==> src/rtl/decode_stage.sv <==
// ID stage: register-file select, MEM-stage operand bypass, load-use hazard
// detection and the ID/EX pipeline register.
module decode_stage #(
    parameter logic [31:0] RESET_PC = 32'h0000_0000
) (
    input  logic        CLK,
    input  logic        nRST,
    input  logic        en,
    input  logic        flush,
    input  logic        ifid_valid,
    input  logic [31:0] ifid_instr,
    input  logic [31:0] ifid_pc,
    output logic [4:0]  rf_rsel1,
    output logic [4:0]  rf_rsel2,
    input  logic [31:0] rf_rdat1,
    input  logic [31:0] rf_rdat2,
    input  logic        exmem_wen,
    input  logic [4:0]  exmem_wsel,
    input  logic [31:0] exmem_wdat,
    output logic        stall,
    output logic        idex_valid,
    output logic [31:0] idex_pc,
    output logic [5:0]  idex_opcode,
    output logic [5:0]  idex_funct,
    output logic [4:0]  idex_shamt,
    output logic [4:0]  idex_rs,
    output logic [4:0]  idex_rt,
    output logic [31:0] idex_rdat1,
    output logic [31:0] idex_rdat2,
    output logic [31:0] idex_imm,
    output logic        idex_wen,
    output logic [4:0]  idex_wsel,
    output logic        idex_memread
);

    localparam logic [5:0] OP_RTYPE = 6'h00;
    localparam logic [5:0] OP_JAL   = 6'h03;
    localparam logic [5:0] OP_ADDI  = 6'h08;
    localparam logic [5:0] OP_ADDIU = 6'h09;
    localparam logic [5:0] OP_SLTI  = 6'h0A;
    localparam logic [5:0] OP_SLTIU = 6'h0B;
    localparam logic [5:0] OP_ANDI  = 6'h0C;
    localparam logic [5:0] OP_ORI   = 6'h0D;
    localparam logic [5:0] OP_XORI  = 6'h0E;
    localparam logic [5:0] OP_LUI   = 6'h0F;
    localparam logic [5:0] OP_LW    = 6'h23;
    localparam logic [5:0] OP_LL    = 6'h30;
    localparam logic [5:0] OP_SC    = 6'h38;
    localparam logic [5:0] FN_JR    = 6'h08;

    typedef struct packed {
        logic        valid;
        logic [31:0] pc;
        logic [5:0]  opcode;
        logic [5:0]  funct;
        logic [4:0]  shamt;
        logic [4:0]  rs;
        logic [4:0]  rt;
        logic [31:0] rdat1;
        logic [31:0] rdat2;
        logic [31:0] imm;
        logic        wen;
        logic [4:0]  wsel;
        logic        memread;
    } idex_t;

    idex_t idex_q, idex_d, dec;

    logic [5:0] opcode;
    logic [5:0] funct;

    assign opcode   = ifid_instr[31:26];
    assign funct    = ifid_instr[5:0];
    assign rf_rsel1 = ifid_instr[25:21];
    assign rf_rsel2 = ifid_instr[20:16];

    // Load-use: the load in ID/EX has no data until it reaches MEM.
    assign stall = ifid_valid && idex_q.valid && idex_q.memread && (idex_q.wsel != 5'd0)
                   && ((idex_q.wsel == rf_rsel1) || (idex_q.wsel == rf_rsel2));

    always_comb begin
        dec         = '0;
        dec.valid   = ifid_valid;
        dec.pc      = ifid_pc;
        dec.opcode  = opcode;
        dec.funct   = funct;
        dec.shamt   = ifid_instr[10:6];
        dec.rs      = rf_rsel1;
        dec.rt      = rf_rsel2;
        dec.memread = (opcode == OP_LW) || (opcode == OP_LL);

        dec.rdat1 = (exmem_wen && exmem_wsel == rf_rsel1 && rf_rsel1 != 5'd0) ? exmem_wdat : rf_rdat1;
        dec.rdat2 = (exmem_wen && exmem_wsel == rf_rsel2 && rf_rsel2 != 5'd0) ? exmem_wdat : rf_rdat2;

        if (opcode == OP_ANDI || opcode == OP_ORI || opcode == OP_XORI)
            dec.imm = {16'h0000, ifid_instr[15:0]};
        else
            dec.imm = {{16{ifid_instr[15]}}, ifid_instr[15:0]};

        case (opcode)
            OP_RTYPE: begin
                dec.wsel = ifid_instr[15:11];
                dec.wen  = (funct != FN_JR);
            end
            OP_JAL: begin
                dec.wsel = 5'd31;
                dec.wen  = 1'b1;
            end
            OP_ADDI, OP_ADDIU, OP_SLTI, OP_SLTIU, OP_ANDI, OP_ORI, OP_XORI,
            OP_LUI, OP_LW, OP_LL, OP_SC: begin
                dec.wsel = rf_rsel2;
                dec.wen  = 1'b1;
            end
            default: begin
                dec.wsel = 5'd0;
                dec.wen  = 1'b0;
            end
        endcase
        if (dec.wsel == 5'd0)
            dec.wen = 1'b0;
    end

    // Flush and stall both insert an all-zero bubble; en low freezes everything.
    always_comb begin
        idex_d = idex_q;
        if (en) begin
            if (flush || stall || !ifid_valid)
                idex_d = '0;
            else
                idex_d = dec;
        end
    end

    always_ff @(posedge CLK or negedge nRST) begin
        if (!nRST) begin
            idex_q    <= '0;
            idex_q.pc <= RESET_PC;
        end else begin
            idex_q <= idex_d;
        end
    end

    assign idex_valid   = idex_q.valid;
    assign idex_pc      = idex_q.pc;
    assign idex_opcode  = idex_q.opcode;
    assign idex_funct   = idex_q.funct;
    assign idex_shamt   = idex_q.shamt;
    assign idex_rs      = idex_q.rs;
    assign idex_rt      = idex_q.rt;
    assign idex_rdat1   = idex_q.rdat1;
    assign idex_rdat2   = idex_q.rdat2;
    assign idex_imm     = idex_q.imm;
    assign idex_wen     = idex_q.wen;
    assign idex_wsel    = idex_q.wsel;
    assign idex_memread = idex_q.memread;

endmodule

==> config.mk <==
export PLATFORM = sky130hd
export DESIGN_NAME = decode_stage
export DESIGN_NICKNAME = d
export VERILOG_FILES = /design/src/rtl/decode_stage.sv
export SDC_FILE = /design/constraint.sdc
export NUM_CORES = 1
export LEC_CHECK = 0
export CAP_MARGIN = 20
export CORE_AREA = 2 2 135 137
export CTS_BUF_LIST = sky130_fd_sc_hd__clkbuf_4 sky130_fd_sc_hd__clkbuf_8
export DETAILED_ROUTE_END_ITERATION = 10
export DIE_AREA = 0 0 137 139
export HOLD_SLACK_MARGIN = 0.15
export MAX_ROUTING_LAYER = met4
export PLACE_DENSITY = 0.75
export SLEW_MARGIN = 40
export SYNTH_ARGS = -nofsm -noshare
export SYNTH_HDL_FRONTEND = slang
export SYNTH_SLANG_ARGS = --single-unit
==> constraint.sdc <==
create_clock -name CLK -period 5.65 [get_ports CLK]
set_input_delay 0.8475 -clock CLK [delete_from_list [all_inputs] [get_ports CLK]]
set_output_delay 0.8475 -clock CLK [all_outputs]
set_load 0.05 [all_outputs]
* Word-level counts from Yosys, hierarchy flattened
Index checks and enable logic that the tools add are counted.
Widths: inputs -> output; s select.
** Word-level totals
- Register bits :: 163
- Bits of input ports :: 171
- Output and inout port bits :: 174
** Operators by class
- Reduce and logical (&&, ||, !) cells :: 21
- Equality and inequality tests :: 17
- Muxes and demuxes :: 6
** Operator list (count)
- $mux 163 :: 1
- $mux 32 :: 3
- $eq 6x4->1 const B :: 8
- $eq 5x5->1 :: 4
- $eq 6x6->1 const B :: 3
- $pmux 6 s3 :: 1
- $reduce_bool 5->1 :: 3
- $reduce_or 11->1 :: 1
- $logic_and 1x1->1 :: 8
- $eq 6x2->1 const B :: 1
- $logic_not 6->1 :: 1
- $logic_or 1x1->1 :: 6
- $ne 6x4->1 const B :: 1
- $logic_not 5->1 :: 1
- $logic_not 1->1 :: 1
- $mux 1 :: 1

* Longest topological paths before layout
Gate-level depths: netlist (run 1).
- Depth after elaboration :: 7
- Gate-level depth with buffers :: 7
- Gate-level depth less buffers :: 5

* Worst setup path before layout (run 1)
No wires, ideal clock.
- Path type :: in2out
- Start :: input port ifid_instr[25]
- End :: output port stall
- Arrival time :: 1789 ps
- Stages :: 4
- Path slack :: 3013 ps
- Data required time :: 4803 ps
- Path through :: xnor2_1 > nand3_1 > o22ai_1 > and3_1
** On the way
- Word-level cells in the longest chain between the ends :: 3
** Ends and longest elaborated chain
- start, declared :: line 11 : input logic [31:0] ifid_instr,
- $eq 5x5->1 :: line 79 : && ((idex_q.wsel == rf_rsel1) || (idex_q.wsel == rf_rsel2));
- $logic_or 1x1->1 :: line 79
- $logic_and 1x1->1 :: line 79
- end, declared :: line 20 : output logic stall,
Every way passes these cells.

* Worst setup path after layout (run 1)
- Start :: input port ifid_instr[18]
- End :: output port stall
The elaborated chain is that of the path after synthesis.

==> results of run 1 <==
[power breakdown]
part           switching (uW)  internal [uW]  total [uW]
Clock                     423            384         807
Sequential               36.4           1030        1070
Combinational             396            275         671
[metrics by stage]
| step | instance area [sq um] | util [%] | std cells | total power (uW) | hold slack [ns] |
|---|---|---|---|---|---|
| floorplan | 6200 | - | 481 | 1450 | 0.552 |
| global placement | 9540 | 54.0 | 986 | 1750 | 0.468 |
| CTS | 9940 | 56.3 | 1018 | 2580 | 0.432 |
| finish | 9970 | 56.5 | 1019 | 2550 | 0.232 |
| global route | 9970 | 56.5 | 1019 | 2660 | 0.199 |
| detailed placement | 9550 | 54.1 | 986 | 1760 | 0.472 |
[logic make-up after synthesis]
| kind of cell | share of synthesized area, % |
|---|---|
| compound gates | 21.7 |
| xor+xnor | 2.54 |
| buf+inv | 7.35 |
| flops | 55.3 |
| mux | 10.3 |
| simple gates | 2.77 |
[registers in the layout, indices dropped and copies added (netlist names)]
name          count
idex_rs           5
idex_shamt        4
idex_wen          1
idex_memread      1
idex_rdat2       32
idex_rt           5
idex_rdat1       32
idex_opcode       6
idex_funct        5
idex_pc          32
idex_valid        1
idex_wsel         5
idex_imm          8
[worst paths after layout]
path / startpoint / endpoint / slack, ns / cells past startpoint
worst max-delay path: ifid_instr[18] / stall / 1.58 / 6
worst min-delay path: nRST / idex_rdat1[7] / 0.23 / 1
worst max register to register: idex_wsel[2] / idex_memread / 2.85 / 5
worst min register to register: idex_rdat2[29] / idex_rdat2[29] / 0.49 / 1
max in group asynchronous: nRST / idex_rdat1[20] / 4.26 / 3
min in group CLK: idex_rdat2[29] / idex_rdat2[29] / 0.49 / 1
[cell type report]
cell class	instances	area [sq um]	share of cell area [%]
Clock buffer	19	262	2.62
Clock inverter	13	133	1.33
Inverter	3	13.8	0.138
Multi-Input combinational cell	269	2340	23.5
Sequential cell	137	3430	34.4
Tap cell	229	287	2.87
Timing Repair Buffer	349	3510	35.2
[per-layer routing]
| metal | routed length [um] | share of wire, % | GRT usage (%) | vias up |
|---|---|---|---|---|
| met5 | 0 | 0 | - | - |
| met4 | 512 | 2.6 | 8.03 | 0 |
| met3 | 1650 | 8.3 | 5.96 | 30 |
| met2 | 10000 | 51 | 35.4 | 275 |
| met1 | 7640 | 39 | 24.9 | 2651 |
| li1 | - | - | - | 2393 |
[cell usage in the layout (no fill, tap or decap), types with 2 or more instances in the layout]
cell and instances:
mux2i_1 64, buf_4 3, inv_1 2, o21ai_0 2, nand2_1 11, o2bb2ai_1 69, nor3_1 3, a211oi_4 2
a22o_1 64, clkinv_4 3, xor2_1 3, xnor2_1 15, nor2_1 6, or2_2 2, clkbuf_8 19, nand3_1 3
clkdlybuf4s50_1 343, dfrtp_1 137, a32o_1 2, inv_6 6, a221oi_1 6, buf_6 2
==> flow_metrics.env, run 1 <==
export IMPL_dr_pass1_iters=6
export IMPL_antenna_found_initial=0
export IMPL_yosys_top_cells_count="dfrtp_1 (137), o2bb2ai_1 (69), a22o_1 (64), mux2i_1 (64), buf_4 (39)"
export IMPL_synth_top_area_share_pct=55.3
export IMPL_final_hold_viol_count=0
export IMPL_synth_fp_nets=652
export IMPL_drive_gt1_share_pct=5.95
export IMPL_async_flop_share_pct=100
export IMPL_grt_pass1_vias=5686
export IMPL_wl_per_cell_um=19.5
export IMPL_setup_violations=0
export IMPL_synth_main_ff_cell="dfrtp_1"
export IMPL_synth_area_sq_um=6200
export IMPL_drt_first_iter_violations=187
export IMPL_root_buffer="clkbuf_8"
export IMPL_hp_class="in -> async"
export IMPL_ys_top_cells_by_area="dfrtp_1 (55%), mux2i_1 (10%), o2bb2ai_1 (9.7%)"
export IMPL_worst_slack_ns=1.58
export IMPL_pre_cts_ws_ns=1.62
export IMPL_grt_overflow=0
export IMPL_cts_buffers=17
export IMPL_cp_start_kind="primary input"
export IMPL_maxCapViolCount=0
export IMPL_rsz0062_at_grt="no"
export IMPL_slowest_delay_ns=0.82
export IMPL_grt_pass1_wl_um=30900
export IMPL_grt_usage_pct=21.5
export IMPL_path_common_cell="clkdlybuf4s50_1"
export IMPL_routed_wirelength_um=19800
export IMPL_post_synth_inst_count=481
export IMPL_cp_arrival_ns=3.22
export IMPL_path_class="in -> out"
export IMPL_slowest_stage="clkdlybuf4s50_1"
export IMPL_chipWidth_um=137
export IMPL_yosysWarnings=0
export IMPL_cts_tree="built"
export IMPL_clkSlewWorstSetupHoldPaths_ns=0.09
export IMPL_cts_num_sinks=137
export IMPL_critical_path_cell_chain="clkdlybuf4s50_1, xnor2_1, nand3_1, o22ai_1, and3_1, clkdlybuf4s50_1"
export IMPL_nNetsFinal=948
export IMPL_nFillCells=1411
export IMPL_yosysTopAreaCell="dfrtp_1"
export IMPL_syn_area_per_cell_sq_um=12.9
export IMPL_yosys_cell_types_count=38
export IMPL_clock_path_buffers=2
export IMPL_yosysMostFrequentCell="dfrtp_1"
export IMPL_fmax_mhz=246
export IMPL_end_kind="output port"
export IMPL_drc_errors=0
export IMPL_cts_max_level=4
export IMPL_drt_antenna_violating_nets=0
export IMPL_worstMarginPinSlew_ns=0.774
export IMPL_fin_setup_tns_ns=0
export IMPL_relSlewSlack_pct=48.0
export IMPL_finalMaxSlewViolations=0
export IMPL_fp_row_count=49
export IMPL_core_area_sq_um=17700
export IMPL_antennaDiodeCount=0
export IMPL_status="complete, no violations"
export IMPL_ioPinCount=345
export IMPL_postCtsSetupBuffers=0
export IMPL_peakVddDrop_mv=0.131
export IMPL_viasPerCell=5.25
export IMPL_cts_resized=0
export IMPL_pwr_density_cell_nw_per_um2=256
export IMPL_hpwlAfterDp_um=14600
export IMPL_start_util_pct=35.1
export IMPL_hold_buffers=0
export IMPL_crit_fanout=6
export IMPL_synth_seq_cells=137
export IMPL_port_buffers=344
export IMPL_area_growth_pct=60.8
export IMPL_period_share_pct=72.1
export IMPL_p_leak_uw=0.00398
export IMPL_period_needed_ns=4.07
export IMPL_grt_max_degree=83
export IMPL_critPathTopFamily="buffers and inverters"
export IMPL_synth_edf_count=0
export IMPL_clock_latency_ns=0.45
export IMPL_yosysSeqAreaShare_pct=55.3
export IMPL_die_area_sq_um=19000
export IMPL_cp_required_ns=4.80
export IMPL_fp_dieH_um=139
export IMPL_finalClockSkew_ns=0.0152
export IMPL_critical_path_buf_inv_count=2
export IMPL_num_vias=5349
export IMPL_gp_congestion=0.838
(Power assumes the default switching activity.)
==> run 2: changes to the inputs <==
- CORE_AREA: 2 2 135 137 -> 2 2 136 138
- DIE_AREA: 0 0 137 139 -> 0 0 138 140
- PLACE_DENSITY: 0.75 -> 0.74
- clock period: 5.65 -> 4.1 ns (I/O delays scaled with it)
==> flow_metrics.env, run 2 (synthesized netlist as in run 1, its figures left out) <==
export IMPL_status="complete, no violations"
export IMPL_grt_max_degree=109
export IMPL_drive_gt1_share_pct=7.00
export IMPL_drt_first_iter_violations=237
export IMPL_fp_row_count=49
export IMPL_cts_buffers=17
export IMPL_cp_arrival_ns=2.85
export IMPL_critPathLaunch="ifid_instr[21]"
export IMPL_routed_wirelength_um=20700
export IMPL_crit_fanout=5
export IMPL_p_leak_uw=0.00403
export IMPL_cts_num_sinks=137
export IMPL_postCtsSetupBuffers=0
export IMPL_p_clk_share_pct=32.1
export IMPL_wl_met2_um=10700
export IMPL_chipWidth_um=138
export IMPL_timing_rr_start="idex_wsel[2]"
export IMPL_maxCapViolCount=0
export IMPL_drt_met1_wl_um=8040
export IMPL_holdCritStartpoint="idex_rdat2[17]"
export IMPL_cp_start_kind="primary input"
export IMPL_area_growth_pct=62.2
export IMPL_finalClockSkew_ns=0.0129
export IMPL_reg2regPathDepth=5
export IMPL_dr_pass1_iters=4
export IMPL_num_vias=5336
export IMPL_drt_antenna_violating_nets=0
export IMPL_clkSlewWorstSetupHoldPaths_ns=0.08
export IMPL_period_needed_ns=3.46
export IMPL_place_inst=995
export IMPL_relSlewSlack_pct=48.9
export IMPL_finalMaxSlewViolations=0
export IMPL_path_class="in -> out"
export IMPL_root_buffer="clkbuf_8"
export IMPL_wl_per_cell_um=20.1
export IMPL_ioPinCount=345
export IMPL_final_common_cell="clkdlybuf4s50_1"
export IMPL_hp_class="reg -> reg"
export IMPL_power_frac_comb_pct=26.3
export IMPL_end_kind="output port"
export IMPL_grt_usage_pct=21.6
export IMPL_setup_violations=0
export IMPL_clock_latency_ns=0.43
export IMPL_die_area_sq_um=19300
export IMPL_cts_max_level=4
export IMPL_nNetsFinal=958
export IMPL_worstMarginPinSlew_ns=0.761
export IMPL_stdcell_count=1029
export IMPL_hold_depth=1
export IMPL_cts_resized=0
export IMPL_layout_common_cells="clkdlybuf4s50_1 (343), dfrtp_1 (137), o2bb2ai_1 (69)"
export IMPL_power_share_switching_pct=33.0
export IMPL_grt_overflow=0
export IMPL_gp_congestion=0.843
export IMPL_port_buffers=344
export IMPL_antenna_found_initial=0
export IMPL_pwr_density_cell_nw_per_um2=353
export IMPL_r2r_end="idex_memread"
export IMPL_drc_errors=0
export IMPL_grt_pass1_vias=5610
export IMPL_seq_power_share_pct=41.6
export IMPL_hpwlAfterDp_um=15200
export IMPL_rrSetupSlack_ns=1.39
export IMPL_hold_path_end="idex_rdat2[17]"
export IMPL_core_area_sq_um=17800
export IMPL_fin_setup_tns_ns=0
export IMPL_cts_tree="built"
export IMPL_start_util_pct=34.9
export IMPL_fmax_mhz=289
export IMPL_peakVddDrop_mv=0.184
export IMPL_rsz0062_at_grt="no"
export IMPL_clock_path_buffers=2
export IMPL_grt_pass1_wl_um=31900
export IMPL_viasPerCell=5.19
export IMPL_period_share_pct=84.5
export IMPL_final_hold_viol_count=0
export IMPL_p_sw_uw=1170
export IMPL_antennaDiodeCount=0
export IMPL_fp_dieH_um=140
export IMPL_p_int_uw=2380
export IMPL_cp_required_ns=3.48
export IMPL_maxUsedRoutingLayer="met4"
export IMPL_wl_met3_um=1400
## run 2: area by class of cell
type	instances	area [sq um]
timing repair buffer	359	3580
tap	229	287
fill	1477	7730
clock inverter	14	160
clock buffer	18	248
inverter	3	13.8
multi-input combinational	269	2330
sequential	137	3430
## run 2: per-layer routing
metal / track usage (%) / vias to the layer above
li1: - / 2416
met4: 7.89 / 0
met1: 24.5 / 2639
met3: 5.26 / 31
met2: 37.4 / 250
met5: - / -
## run 2: worst max-delay path, stage by stage
cell and delay (ns):
clkdlybuf4s50_1 0.60, xnor2_1 0.16, nand3_1 0.11, o22ai_1 0.33
and3_1 0.22, clkdlybuf4s50_1 0.81
## run 2: power groups by stage
stage | logic, uW | registers (uW) | clock network [uW]
CTS | 939 | 1470 | 1170
finish | 934 | 1470 | 1140
global route | 976 | 1480 | 1240
floorplan | 247 | 1750 | 0
global placement | 927 | 1500 | 0
detailed placement | 936 | 1500 | 0
## run 2: what timing repair did
action | CTS | global route
hold endpoints to repair | 0 | 51
hold buffers | 0 | 1
endpoints found under the setup margin | 0 | 0
## run 2: through the flow
stage / setup slack (ns) / total power, uW / utilization, % / cell area (sq um) / hold slack, ns
after global routing: 0.573 / 3700 / 56.5 / 10100 / 0.504
after CTS: 0.638 / 3590 / 56.3 / 10000 / 0.247
after global placement: 0.684 / 2420 / 54.0 / 9600 / 0.468
final: 0.637 / 3550 / 56.5 / 10100 / 0.492
after floorplan: 1.79 / 2000 / - / 6200 / 0.319
after detailed placement: 0.652 / 2440 / 54.0 / 9610 / 0.472
## run 2: worst max path at each step
stage                     cells after the start  slack, ns    end
after global routing                          6       0.57  stall
after global placement                        6       0.68  stall
after detailed placement                      6       0.65  stall
final                                         6       0.64  stall
after CTS                                     6       0.64  stall
after floorplan                               3       1.79  stall
==> run 3: changes to the inputs <==
- clock period: 4.1 -> 3.6 ns (I/O delays scaled with it)
==> flow_metrics.env, run 3 (synthesized netlist as in run 1, its figures left out) <==
export IMPL_critical_path_buf_inv_count=1
export IMPL_period_share_pct=77.0
export IMPL_postCtsSetupBuffers=0
export IMPL_hpwlAfterDp_um=15300
export IMPL_area_growth_pct=61.6
export IMPL_grt_usage_pct=21.5
export IMPL_setup_violations=0
export IMPL_slowest_delay_ns=0.61
export IMPL_hold_path_end="idex_rdat1[11]"
export IMPL_antennaDiodeCount=0
export IMPL_hold_depth=1
export IMPL_clkSlewWorstSetupHoldPaths_ns=0.08
export IMPL_cp_required_ns=3.97
export IMPL_grt_pass1_wl_um=31700
export IMPL_die_area_sq_um=19300
export IMPL_clock_latency_ns=0.44
export IMPL_gp_congestion=0.811
export IMPL_hp_class="reg -> reg"
export IMPL_ioPinCount=345
export IMPL_fin_setup_tns_ns=0
export IMPL_num_vias=5363
export IMPL_r2r_end="idex_imm[30]"
export IMPL_rrSetupSlack_ns=0.83
export IMPL_final_common_cell="clkdlybuf4s50_1"
export IMPL_fp_dieH_um=140
export IMPL_peakVddDrop_mv=0.254
export IMPL_path_class="reg -> reg"
export IMPL_pwr_density_cell_nw_per_um2=401
export IMPL_drive_gt1_share_pct=6.42
export IMPL_slowest_stage="a211oi_4"
export IMPL_root_buffer="clkbuf_8"
export IMPL_cp_start_kind="register"
export IMPL_nFillCells=1494
export IMPL_antenna_found_initial=0
export IMPL_drc_errors=0
export IMPL_crit_fanout=54
export IMPL_finalClockSkew_ns=0.0160
export IMPL_wl_per_cell_um=20.2
export IMPL_drt_antenna_violating_nets=0
export IMPL_cp_arrival_ns=3.14
export IMPL_start_util_pct=34.9
export IMPL_cts_tree="built"
export IMPL_chipWidth_um=138
export IMPL_worstMarginPinSlew_ns=0.780
export IMPL_wl_met2_um=10800
export IMPL_port_buffers=344
export IMPL_layout_common_cells="clkdlybuf4s50_1 (342), dfrtp_1 (137), o2bb2ai_1 (69)"
export IMPL_reg2regPathDepth=5
export IMPL_nNetsFinal=953
export IMPL_relSlewSlack_pct=47.6
export IMPL_core_area_sq_um=17800
export IMPL_p_leak_uw=0.00401
export IMPL_final_hold_viol_count=0
export IMPL_drt_first_iter_violations=215
export IMPL_rsz0062_at_grt="no"
export IMPL_cts_num_sinks=137
export IMPL_period_needed_ns=2.77
export IMPL_cts_buffers=17
export IMPL_status="complete, no violations"
export IMPL_viasPerCell=5.24
export IMPL_finalMaxSlewViolations=0
export IMPL_fmax_mhz=361
export IMPL_wl_met3_um=1380
export IMPL_timing_rr_start="idex_wsel[2]"
export IMPL_maxUsedRoutingLayer="met4"
export IMPL_cts_max_level=4
export IMPL_hold_ws_ns=0.488
export IMPL_grt_pass1_vias=5603
export IMPL_maxCapViolCount=0
export IMPL_fp_row_count=49
export IMPL_holdCritStartpoint="idex_rdat1[11]"
export IMPL_end_kind="register"
export IMPL_grt_overflow=0
export IMPL_clock_path_buffers=2
export IMPL_routed_wirelength_um=20700
export IMPL_grt_max_degree=74
export IMPL_drt_met1_wl_um=8110
export IMPL_critical_path_cell_chain="or3_1, o311a_1, a211oi_4, buf_4, a32o_1"
export IMPL_dr_pass1_iters=5
export IMPL_critPathTopFamily="compound AO/OA/AOI/OAI gates"
==> run 3: changes by cell type in the layout (fill, tap and decap cells not counted), sizes merged <==
cell | before | now
clkinvlp | 1 | 2
buf | 15 | 11
inv | 8 | 7
clkinv | 6 | 4
clkbuf | 18 | 19
clkdlybuf4s50 | 343 | 342
==> run 3: routing by layer <==
metal / GRT usage, % / vias to the layer above
li1: - / 2394
met1: 24.9 / 2680
met2: 37.1 / 267
met3: 5.20 / 22
met4: 6.66 / 0
met5: - / -
==> run 3: power by group <==
group	switching, uW	leakage [uW]	internal (uW)	total (uW)
sequential	58.5	0.00185	1620	1680
clock	631	0.000197	649	1280
combinational	626	0.00196	436	1060
total	1320	0.00401	2710	4020
==> run 3: layout make-up <==
cell class / instances / area, sq um / area share [%]
inverters: 3 / 13.8 / 0.137
flip-flops and latches: 137 / 3430 / 34.2
clock buffers: 19 / 255 / 2.55
multi-input cells: 269 / 2330 / 23.3
well taps: 229 / 287 / 2.86
clock inverters: 12 / 141 / 1.41
repair buffers: 354 / 3560 / 35.5
==> run 3: worst max-delay path by stage <==
stage / slack (ns) / start / depth (start not counted) / end
detailed placement: 0.55 / ifid_instr[16] / 7 / idex_imm[30]
CTS: 0.86 / idex_wsel[2] / 5 / idex_memread
floorplan: 1.37 / idex_wsel[2] / 3 / stall
global placement: 0.64 / ifid_instr[16] / 7 / idex_imm[30]
finish: 0.83 / idex_wsel[2] / 5 / idex_imm[30]
global route: 0.72 / idex_wsel[2] / 5 / idex_imm[30]
==> run 3: metrics by stage <==
| step | worst slack [ns] | instances | power [uW] | area [sq um] | utilization (%) |
|---|---|---|---|---|---|
| after floorplan | 1.37 | 481 | 2280 | 6200 | - |
| after global placement | 0.642 | 991 | 2760 | 9610 | 54.0 |
| after detailed placement | 0.552 | 991 | 2770 | 9610 | 54.0 |
| after CTS | 0.855 | 1023 | 4060 | 10000 | 56.3 |
| after global routing | 0.716 | 1023 | 4180 | 10000 | 56.3 |
| final | 0.827 | 1023 | 4020 | 10000 | 56.3 |
==> run 3: repair_timing <==
item | CTS | global route
hold endpoints to repair | 48 | 0
hold buffers | 1 | 0
gates resized for setup | 0 | 0
